==> config.mk <==
export PLATFORM = sky130hd
export DESIGN_NAME = hazard_scoreboard
export DESIGN_NICKNAME = d
export VERILOG_FILES = /design/src/rtl/hazard_scoreboard_pkg.sv /design/src/rtl/hazard_scoreboard_haz_reg_cnt.sv /design/src/rtl/hazard_scoreboard.sv
export SDC_FILE = /design/constraint.sdc
export NUM_CORES = 1
export LEC_CHECK = 0
export CORE_MARGIN = 4
export CORE_UTILIZATION = 60
export DETAILED_ROUTE_END_ITERATION = 7
export PLACE_DENSITY_LB_ADDON = 0.05
export SKIP_LAST_GASP = 1
export SLEW_MARGIN = 0
export SYNTH_ARGS = -nofsm -noshare
export SYNTH_HDL_FRONTEND = slang
export SYNTH_HIERARCHICAL = 1
export SYNTH_SLANG_ARGS = --single-unit
==> constraint.sdc <==
create_clock -name clk -period 3.2 [get_ports clk]
set_input_delay 0.64 -clock clk [delete_from_list [all_inputs] [get_ports clk]]
set_output_delay 0.64 -clock clk [all_outputs]
set_load 0.005 [all_outputs]
==> src/rtl/hazard_scoreboard_pkg.sv <==
// hazard_scoreboard_pkg: latency-class encodings, counter width and bus widths
// shared by the hazard scoreboard and the ID/EXE stages that feed it.
package hazard_scoreboard_pkg;
    localparam logic [1:0] HAZ_CLS_ALU  = 2'd0;
    localparam logic [1:0] HAZ_CLS_LOAD = 2'd1;
    localparam logic [1:0] HAZ_CLS_MUL  = 2'd2;
    localparam logic [1:0] HAZ_CLS_DIV  = 2'd3;

    function automatic int haz_cw(input int load_lat, input int mul_lat);
        return $clog2((load_lat > mul_lat ? load_lat : mul_lat) + 2);
    endfunction

    localparam int HAZ_CW       = haz_cw(1, 2);
    localparam int HAZ_DIV_PEND = (1 << HAZ_CW) - 1;

    // ID bus: rd_addr[2*5], rd_en[2], wr_en, wr_addr[5], wr_class[2], valid
    localparam int HAZ_ID_TO_HAZ_BUS_WD  = 2 * 5 + 2 + 1 + 5 + 2 + 1;
    // EXE bus: div_done, div_dst[5]
    localparam int HAZ_EXE_TO_HAZ_BUS_WD = 1 + 5;
endpackage

==> src/rtl/hazard_scoreboard_haz_reg_cnt.sv <==
// haz_reg_cnt: countdown of one register's outstanding write; all-ones marks a
// pending DIV. Priority: flush > issue load > div clear > decrement.
module haz_reg_cnt #(
    parameter int CW = 2
) (
    input  logic          clk,
    input  logic          reset,
    input  logic          flush,
    input  logic          ld,
    input  logic [CW-1:0] ld_val,
    input  logic          dec,
    input  logic          div_clr,
    output logic [CW-1:0] cnt
);
    localparam logic [CW-1:0] DIV_PEND = '1;

    logic [CW-1:0] cnt_q, cnt_d;

    always_comb begin
        cnt_d = flush                                          ? '0 :
                ld                                             ? ld_val :
                (div_clr && cnt_q == DIV_PEND)                 ? '0 :
                (dec && cnt_q != '0 && cnt_q != DIV_PEND)      ? cnt_q - 1'b1 :
                                                                 cnt_q;
    end

    always_ff @(posedge clk or posedge reset) begin
        if (reset) cnt_q <= '0;
        else       cnt_q <= cnt_d;
    end

    assign cnt = cnt_q;
endmodule

==> src/rtl/hazard_scoreboard.sv <==
// hazard_scoreboard: per-register countdown scoreboard producing ID ready_go and
// per-port stall flags. HAZ_PERF_CNT_EN adds a saturating stall_cycles counter.
module hazard_scoreboard
    import hazard_scoreboard_pkg::*;
#(
    parameter int NUM_RD   = 2,
    parameter int REG_NUM  = 32,
    parameter int AW       = 5,
    parameter int LOAD_LAT = 1,
    parameter int MUL_LAT  = 2
) (
    input  logic               clk,
    input  logic               reset,
    input  logic               id_valid,
    input  logic [NUM_RD*AW-1:0] id_rd_addr,
    input  logic [NUM_RD-1:0]  id_rd_en,
    input  logic               id_wr_en,
    input  logic [AW-1:0]      id_wr_addr,
    input  logic [1:0]         id_wr_class,
    input  logic               exe_allowin,
    input  logic               pipe_adv,
    input  logic               div_done,
    input  logic [AW-1:0]      div_dst,
    input  logic               flush,
    output logic               id_ready_go,
    output logic [NUM_RD-1:0]  rd_stall,
`ifdef HAZ_PERF_CNT_EN
    output logic [31:0]        stall_cycles,
`endif
    output logic               div_busy
);
    localparam int CW = haz_cw(LOAD_LAT, MUL_LAT);

    logic [CW-1:0] cnt [REG_NUM];
    logic [CW-1:0] ld_val;
    logic          div_block, issue;
    logic          div_busy_q, div_busy_d;

    assign cnt[0] = '0;

    for (genvar r = 1; r < REG_NUM; r++) begin : g_reg
        haz_reg_cnt #(.CW(CW)) u_cnt (
            .clk    (clk),
            .reset  (reset),
            .flush  (flush),
            .ld     (issue && id_wr_addr == AW'(r)),
            .ld_val (ld_val),
            .dec    (pipe_adv),
            .div_clr(div_done && div_dst == AW'(r)),
            .cnt    (cnt[r])
        );
    end

    always_comb begin
        rd_stall = '0;
        for (int k = 0; k < NUM_RD; k++)
            rd_stall[k] = id_valid && id_rd_en[k] && id_rd_addr[k*AW+:AW] != '0 &&
                          cnt[id_rd_addr[k*AW+:AW]] != '0;
    end

    always_comb begin
        // a second DIV cannot issue while the single divider is still busy
        div_block   = id_valid && id_wr_en && id_wr_class == HAZ_CLS_DIV && div_busy_q;
        id_ready_go = ~|rd_stall && !div_block;
        issue       = id_valid && id_ready_go && exe_allowin && id_wr_en && !flush;
        ld_val      = id_wr_class == HAZ_CLS_LOAD ? CW'(LOAD_LAT) :
                      id_wr_class == HAZ_CLS_MUL  ? CW'(MUL_LAT)  :
                      id_wr_class == HAZ_CLS_DIV  ? '1 : '0;
        div_busy_d  = flush                                  ? 1'b0 :
                      (issue && id_wr_class == HAZ_CLS_DIV)  ? 1'b1 :
                      div_done                               ? 1'b0 : div_busy_q;
    end

    always_ff @(posedge clk or posedge reset) begin
        if (reset) div_busy_q <= 1'b0;
        else       div_busy_q <= div_busy_d;
    end

    assign div_busy = div_busy_q;

`ifdef HAZ_PERF_CNT_EN
    logic [31:0] stall_cycles_q, stall_cycles_d;

    always_comb begin
        stall_cycles_d = (id_valid && !id_ready_go && stall_cycles_q != '1) ?
                         stall_cycles_q + 32'd1 : stall_cycles_q;
    end

    always_ff @(posedge clk or posedge reset) begin
        if (reset) stall_cycles_q <= '0;
        else       stall_cycles_q <= stall_cycles_d;
    end

    assign stall_cycles = stall_cycles_q;
`endif
endmodule

==> metrics.md <==
| Metric | Value |
|---|---|
| Outcome | `finished, final reports clean` |
| Count of inserted antenna diode cells | `0` |
| Area of the mapped netlist | `0.005165 mm²` |
| # placed instances | `816` |
| Final setup vio count | `0` |
| Flops & latches, synth | `63` |
| Number of DRC markers in iteration 0 | `479` |
| TritonCTS Sinks | `63` |
| Synth top area share | `0.3052` |
| Startpoint Class | `register` |
| Syn Inst Count | `644` |
| FILL cells | `619` |
| Switching share of power | `0.2985` |
| Hold-fix buffers, CTS | `0` |
| Final cell count without fillers | `836` |
| Kind of critical path | `reg -> out` |
| Layout cells sized above 1 | `0.1765` |
| Final Max Slew Viols | `0` |
| Worst hold-check path type | `in -> async` |
| CTS H-Tree Depth | `3` |
| Ports | `36` |
| Post-DP HPWL | `11.17 mm` |
| GRT Total Usage | `0.3349` |
| Post-synth cell types | `52` |
| Routed Antenna Nets | `0` |
| Hold Vio Cnt, Final | `0` |
| Psw | `0.0005408 W` |
| Synthesis-to-layout area growth | `19.99%` |
| Yosys warning total | `6` |
| Clk pwr share | `0.388` |
| Setup Skew | `15.54 ps` |
| Minimum clock period | `3172 ps` |
| CTS tree | `yes` |
| Clk Tree Root Cell | `clkbuf_8` |
| Post-Synthesis Net Count | `676` |
| Max Fanout on Critical Path | `2` |
| Vias per cell | `6.492` |
| RePlAce Congestion | `0.9189` |
| Worst Path Required | `2560 ps` |
| WL/cell | `19.52 µm` |
| # port buffers | `35` |
| Cts bufs inserted | `9` |
| DRC violations left | `0` |
| Final worst-path cycle share | `0.9913` |
| Pint | `0.001271 W` |
| Critical Path AT | `2530 ps` |
| Peak VDD IR | `0.0001970 V` |
| Yosys top cell by area | `dfrtp_1` |
| Syn Area/Cell | `8.020 µm²` |
| Leak pwr | `2.727 nW` |
| Sequential share of power | `0.440` |
| Worst slew pin tran | `854.8 ps` |
| Comb pwr share | `0.172` |
| Worst-Skew Late Latency | `360 ps` |
| Share of the yosys chip area belonging to registers | `0.3052` |
| Row count | `33` |
| Slew HR | `0.4302` |
| Max-cap violation count | `0` |
| Max Freq | `0.3152 GHz` |
| DRT Pass-1 Iters | `6` |
| Fin nets | `758` |
| Die area | `0.01016 mm²` |
| Starting Density | `0.6223` |
| Die Ht | `100.8 µm` |
| Predominant post-synthesis flop cell | `dfrtp_1` |
| Clock transition at path regs | `80 ps` |
| Fin Hold WS | `442.1 ps` |
| Synth area leaders | `dfrtp_1 (31%), mux2i_1 (12%), nand2_1 (7.6%), nor3_2 (5.6%), or4_1 (4.8%)` |
| Core area | `0.008299 mm²` |
| EDFF count, synth | `0` |
| Largest net degree at the start of global routing | `95` |
| PD cells | `292.3 mW/mm²` |
| First-pass GRT wire length | `26.45 mm` |
| Die W | `100.8 µm` |
| Vias in the first global route | `5236` |
| Clock buffer depth | `2` |
| Initial antenna violation count | `0` |
| Post-layout util | `0.7467` |
| Vias | `5427` |
| DRT Wirelength | `16.32 mm` |
| CP endpoint kind | `output pin` |
| Post-synthesis async set-or-reset flop share | `1.000` |
| GR Overflow Total | `0` |
[flip-flops by register name, summed over array words and instances (netlist names)]
register,flops
div_busy,1
g.u_cnt/cnt,62
[worst paths after layout]
kind,startpoint,endpoint,slack (ps),cells after the start
setup reg to reg,g_reg[5].u_cnt/cnt[1]$_DFFE_PP0P_,g_reg[1].u_cnt/cnt[0]$_DFFE_PP0P_,350,9
hold reg to reg,div_busy$_DFFE_PP0P_,div_busy$_DFFE_PP0P_,530,2
setup / recovery,g_reg[5].u_cnt/cnt[1]$_DFFE_PP0P_,id_ready_go,30,7
min in group clk,div_busy$_DFFE_PP0P_,div_busy$_DFFE_PP0P_,530,2
max in group asynchronous,reset,g_reg[23].u_cnt/cnt[1]$_DFFE_PP0P_,2560,2
hold / removal,reset,div_busy$_DFFE_PP0P_,440,2
[logic make-up (layout without fill, tap and decap cells)]
family / count (synthesis) / count (layout) / synth area share
AND/OR/NAND/NOR: 349 / 349 / 0.3779
AO/OA/AOI/OAI: 103 / 103 / 0.1170
multiplexers: 67 / 67 / 0.1420
flip-flops: 63 / 63 / 0.3052
buffers and inverters: 62 / 149 / 0.05790
[metal layers]
| metal | GRT usage | vias to the layer above | wire length, µm |
|---|---|---|---|
| li1 | - | 2486 | - |
| met1 | 0.4553 | 2565 | 6720 |
| met2 | 0.5281 | 332 | 7496 |
| met3 | 0.05121 | 44 | 1607 |
| met4 | 0.1482 | 0 | 492 |
| met5 | 0 | - | 0 |
[cells in the final DEF (no fill, tap or decap), drive strengths merged, types with 2 or more instances in the layout]
cell type,netlist,final
nor3,49,49
dlygate4sd2,0,6
buf,15,62
a211oi,5,5
or2,6,6
mux2i,62,62
nand2b,5,5
clkinv,0,4
o31ai,3,3
nand2,105,105
nor2b,5,5
and3,33,33
inv,39,39
nor2,61,61
nand3b,31,31
nand3,10,10
nor4b,2,2
a2111oi,2,2
nor4,2,2
o21ai,37,37
nor3b,2,2
clkbuf,8,10
or4,33,33
dfrtp,63,63
a21oi,41,41
clkdlybuf4s50,0,25
mux4,5,5
a311oi,2,2
[power groups by stage]
stage,logic (W),clock network [W],registers (W)
final,0.000312,0.000703,0.000797
after global routing,0.000333,0.000747,0.000797
after CTS,0.000301,0.000712,0.000797
after detailed placement,0.000294,0,0.000813
after global placement,0.000289,0,0.000813
after floorplan,0.000144,0,0.000813
[layout make-up]
cell class	instances	area, µm²	share of cell area
Clock inverter	6	61.31	0.009893
Timing Repair Buffer	94	809.5	0.1306
Clock buffer	10	127.6	0.02059
Inverter	39	148.9	0.02403
Tap cell	105	131.4	0.02120
Sequential cell	63	1577	0.2544
Multi-Input combinational cell	519	3342	0.5393
[through the flow]
stage | worst slack (ps) | area, µm² | power, W | setup TNS (ps)
global route | -8.743 | 6197 | 0.001878 | -8.743
floorplan | 303.1 | 5165 | 0.0009567 | 0
global placement | -539.7 | 5918 | 0.001102 | -24980
CTS | 11.41 | 6163 | 0.001811 | 0
finish | 27.82 | 6197 | 0.001812 | 0
detailed placement | -640.2 | 5918 | 0.001107 | -29170
[worst max-delay path, cell delays in order, from the launching register on]
cell	delay [ps]
dfrtp_1	400
or2_4	260
mux4_2	470
a221o_1	360
or4b_4	230
nand3_4	80
nor2_2	130
dlygate4sd2_1	250
[cell usage after synthesis (20+ instances only)]
cell type  instances
dfrtp_1           63
a21oi_1           41
nor2_1            61
nor3_1            20
or4_1             33
nand2_1          105
nand3b_1          31
inv_1             39
mux2i_1           62
nor3_2            29
o21ai_0           37
and3_1            33
[timing repair]
item	4_1_cts	5_1_grt
buffers inserted	1	2
gates resized for setup	24	3
pin swaps	4	1
endpoints found under the setup margin	41	15
gates cloned	1	0
Power figures use the tool's default switching activity.
